--- config.mk ---
export PLATFORM = sky130hd
export DESIGN_NAME = map_sst_seq
export DESIGN_NICKNAME = d
export VERILOG_FILES = /design/src/rtl/map_sst_seq.sv
export SDC_FILE = /design/constraint.sdc
export NUM_CORES = 1
export LEC_CHECK = 0
export BUFFER_PORTS_ARGS = -buffer_cell sky130_fd_sc_hd__clkbuf_2
export CORE_UTILIZATION = 30
export DETAILED_ROUTE_END_ITERATION = 16
export GPL_ROUTABILITY_DRIVEN = 0
export PLACE_DENSITY = 0.59
export SYNTH_ARGS = -nofsm -noshare
export SYNTH_HDL_FRONTEND = slang
export SYNTH_SLANG_ARGS = --single-unit
--- constraint.sdc ---
create_clock -name clk -period 4.6 [get_ports clk]
set_clock_uncertainty 0.1 [all_clocks]
set_input_delay 0.92 -clock clk [delete_from_list [all_inputs] [get_ports clk]]
set_output_delay 0.92 -clock clk [all_outputs]
set_load 0.03 [all_outputs]
--- src/rtl/map_sst_seq.sv ---
// Save-state sequencer: copies 128 mapper registers to the shared state buffer (save) or back (load).
// Optional read-back check after each load write is enabled with the SST_VERIFY_EN macro.
module map_sst_seq (
  input  logic       clk,
  input  logic       rst,
  input  logic       sav_start,
  input  logic       lod_start,
  output logic       busy,
  output logic       done,
  output logic       sst_act,
  output logic       sst_we_reg,
  output logic [7:0] sst_addr,
  output logic [7:0] sst_dato,
  input  logic [7:0] sst_di,
  output logic       buf_req,
  output logic       buf_we,
  output logic [7:0] buf_addr,
  output logic [7:0] buf_do,
  input  logic [7:0] buf_di,
  input  logic       buf_ack,
  output logic       vfy_err
);

  localparam int unsigned IDX_W = 7;
  localparam int unsigned DAT_W = 8;
  localparam int unsigned ADR_W = 8;
  localparam logic [IDX_W-1:0] IDX_LAST = IDX_W'(127);

  typedef enum logic [2:0] {IDLE, S_RD, S_WR, L_RD, L_WR, L_CHK, DONE} state_t;

  state_t             state, state_n;
  logic [IDX_W-1:0]   idx, idx_n;
  logic [DAT_W-1:0]   data, data_n;
  logic               active_n;
  logic               busy_n, done_n, sst_we_n, buf_req_n, buf_we_n;
  logic [ADR_W-1:0]   sst_addr_n, buf_addr_n;
  logic [DAT_W-1:0]   sst_dato_n, buf_do_n;
`ifdef SST_VERIFY_EN
  logic               vfy_n;
`endif

  // Next state plus next value of every registered output, derived from the next state
  always_comb begin
    state_n = state;
    idx_n   = idx;
    data_n  = data;
`ifdef SST_VERIFY_EN
    vfy_n   = vfy_err;
`endif
    case (state)
      IDLE: begin
        if (sav_start) begin
          state_n = S_RD;
          idx_n   = '0;
        end else if (lod_start) begin
          state_n = L_RD;
          idx_n   = '0;
`ifdef SST_VERIFY_EN
          vfy_n   = 1'b0;
`endif
        end
      end
      S_RD: begin
        data_n  = sst_di;
        state_n = S_WR;
      end
      S_WR: begin
        if (buf_ack) begin
          if (idx == IDX_LAST) state_n = DONE;
          else begin
            idx_n   = idx + IDX_W'(1);
            state_n = S_RD;
          end
        end
      end
      L_RD: begin
        if (buf_ack) begin
          data_n  = buf_di;
          state_n = L_WR;
        end
      end
      L_WR: state_n = L_CHK;
      L_CHK: begin
`ifdef SST_VERIFY_EN
        if (sst_di != data) vfy_n = 1'b1;
`endif
        if (idx == IDX_LAST) state_n = DONE;
        else begin
          idx_n   = idx + IDX_W'(1);
          state_n = L_RD;
        end
      end
      DONE:    state_n = IDLE;
      default: state_n = IDLE;
    endcase

    active_n   = (state_n != IDLE) && (state_n != DONE);
    busy_n     = active_n;
    done_n     = (state_n == DONE);
    sst_addr_n = active_n ? {1'b0, idx_n} : '0;
    sst_we_n   = (state_n == L_WR);
    sst_dato_n = (state_n == L_WR) ? data_n : sst_dato;
    buf_req_n  = (state_n == S_WR) || (state_n == L_RD);
    buf_we_n   = (state_n == S_WR);
    buf_addr_n = buf_req_n ? {1'b0, idx_n} : '0;
    buf_do_n   = buf_we_n ? data_n : '0;
  end

  always_ff @(posedge clk) begin
    if (rst) begin
      state      <= IDLE;
      idx        <= '0;
      data       <= '0;
      busy       <= 1'b0;
      done       <= 1'b0;
      sst_we_reg <= 1'b0;
      sst_addr   <= '0;
      sst_dato   <= '0;
      buf_req    <= 1'b0;
      buf_we     <= 1'b0;
      buf_addr   <= '0;
      buf_do     <= '0;
    end else begin
      state      <= state_n;
      idx        <= idx_n;
      data       <= data_n;
      busy       <= busy_n;
      done       <= done_n;
      sst_we_reg <= sst_we_n;
      sst_addr   <= sst_addr_n;
      sst_dato   <= sst_dato_n;
      buf_req    <= buf_req_n;
      buf_we     <= buf_we_n;
      buf_addr   <= buf_addr_n;
      buf_do     <= buf_do_n;
    end
  end

  // Mapper access is active exactly while the sequence is busy
  assign sst_act = busy;

`ifdef SST_VERIFY_EN
  always_ff @(posedge clk) begin
    if (rst) vfy_err <= 1'b0;
    else     vfy_err <= vfy_n;
  end
`else
  assign vfy_err = 1'b0;
`endif

endmodule

==> out/metrics.yaml <==
outcome:
  status: "completed"
sta:
  setup_viol_count_final: 0
  worst_pin_slew_ns: 0.740
  hold_viol: 0
  fmax_mhz: 413
  fin_crit_sh_pct: 52.6
  maxSlewViolCount: 0
  finalSetupTns_ns: 0
  fin_crit_ns: 2.42
  slew_headroom_pct: 50.6
  rsz0062_at_grt: "no"
  hold-worst-slack_ns: 0.358
routing:
  drtPass1Iterations: 4
  vias_per_cell: 4.60
  drt_iter0_markers: 50
  num_vias: 1752
  wl_um: 4550
  drc: 0
  antenna_left: 0
  wl_per_cell_um: 11.9
critical_path:
  critPathRequiredTime_ns: 4.74
  crit_arrival_ns: 2.56
  rr_startpoint: "state[0]$_SDFF_PP0_"
  criticalPathCategory: "reg2reg"
  worst_setup_path_startpoint: "state[0]$_SDFF_PP0_"
  worstPathMaxFanout: 12
  crit_path_end_kind: "register"
  crit_path_start_kind: "register"
global_route:
  antenna_found_initial: 0
  grt-ovfl-total: 0
  track_usage_pct: 12.8
  grt_max_degree: 28
  grt_pass1_wl_um: 7320
  grt_pass1_vias: 1555
floorplan:
  core_mm2: 0.00683
  start_util_pct: 31.2
  ioPinCount: 60
  die_x_um: 86.3
  dieHeight_um: 86.3
  num_rows: 30
  die_area_mm2: 0.00745
logic_synthesis:
  synth_flop_cell: "dfxtp_1"
  syn_inst: 238
  yosys_warnings: 0
  synth_cell_types: 46
  async_flop_share_pct: 0
  yosysSeqAreaShare_pct: 49.8
  syn-cell-area_mm2: 0.00213
  synth_edf_count: 0
  synth-seq-cells: 53
  syn_area_per_cell_um2: 8.96
pwr:
  vdd_drop_max_mv: 0.144
  p_per_area_mw_per_mm2: 372
  p_leak_nw: 1.04
layout:
  final_nets: 306
  layout.cells.most_common: "clkbuf_2"
  fill_cells: 747
  final_cell_mix: "56 x clkbuf_2, 53 x dfxtp_1, 49 x nor2_1"
  antennaDiodeCount: 0
  area_growth_pct: 17.5
  largestRegisters: "buf_do: 8 flops, data: 8 flops, sst_dato: 8 flops"
  drive_above_1_share_pct: 26.7
clock_network:
  cts_tree: "yes"
  clk_pin_slew_ns: 0.10
  cts_setup_buffers: 0
  insertion_delay_ns: 0.30
  cts_resized: 0
  cts-buffers-inserted: 5
  cts-hold-fix-buffers: 0
  htree_num_levels: 2
  clock-root-buffer: "clkbuf_8"
  cts_buffer_depth: 2
  clock-sinks: 53
placed_design:
  dpl.hpwl_um: 3370
  io_buffers: 56
hold_path:
  min_from: "sst_dato[4]$_SDFFE_PP0P_"
  worstHoldPathType: "reg2reg"
job:
  maxCapViolCount: 0
## power by group
group	switching (mW)	internal, mW	total, mW
clock	0.155	0.108	0.263
sequential	0.0201	0.483	0.503
combinational	0.108	0.0572	0.166
total	0.284	0.648	0.932
## cell families after synthesis
family                   count (synthesis)  synth area share (%)
AND/OR/NAND/NOR                        105                  24.1
flip-flops                              53                  49.8
AO/OA/AOI/OAI                           51                  17.8
buffers and inverters                   26                  7.10
multiplexers                             1                 0.528
adder cells (fa/ha/maj)                  1                 0.587
other                                    1                 0.176
## final cells by class
cell class                      count  area [um^2]  area share [%]
Clock buffer                        5         68.8            2.75
Timing Repair Buffer               56          280            11.2
Multi-Input combinational cell    161          927            37.0
Clock inverter                      3         21.3           0.849
Tap cell                           96          120            4.80
Inverter                            7         26.3            1.05
Sequential cell                    53         1060            42.4
## metrics by stage
step	std cells	total power, mW	cell area [um^2]	worst slack (ns)	util, %
after CTS	381	0.944	2500	2.18	36.7
after detailed placement	373	0.681	2410	2.01	35.3
after global placement	373	0.680	2410	2.08	35.3
after floorplan	240	0.647	2140	2.50	-
final	381	0.932	2500	2.18	36.7
after global routing	381	0.977	2500	1.94	36.7
## per-layer routing
layer / vias up / GRT usage, % / wire, um
met5: - / 0 / 0
met4: 0 / 4.39 / 52
met3: 7 / 3.24 / 226
met2: 55 / 20.9 / 2150
met1: 791 / 16.3 / 2120
li1: 899 / - / -
## cell usage after synthesis (4+ instances only)
master    number  area (um^2)
a21oi_1       11         55.1
buf_4          7         52.6
inv_1          7         26.3
clkbuf_1       5         18.8
nor3b_1        9         67.6
nor2_1        49          184
dfxtp_1       53         1060
nand3_1        4         20.0
nor2b_1        5         31.3
nand2_1       20         75.1
o21ai_0       12         60.1
o221ai_1       8         70.1
## critical path, stage by stage (launching register included)
cell,delay (ns)
dfxtp_1,0.54
nor2b_1,0.66
and3_1,0.47
a21oi_1,0.18
a21o_1,0.25
nor3b_2,0.16
## worst paths after layout
path	end	slack [ns]	depth (start not counted)
setup / recovery	done$_SDFF_PP0_	2.18	5
hold / removal	sst_dato[4]$_SDFFE_PP0P_	0.36	2
hold reg to reg	sst_dato[4]$_SDFFE_PP0P_	0.36	2
setup reg to reg	done$_SDFF_PP0_	2.18	5
Note: power is estimated with default switching activity, not from simulation.
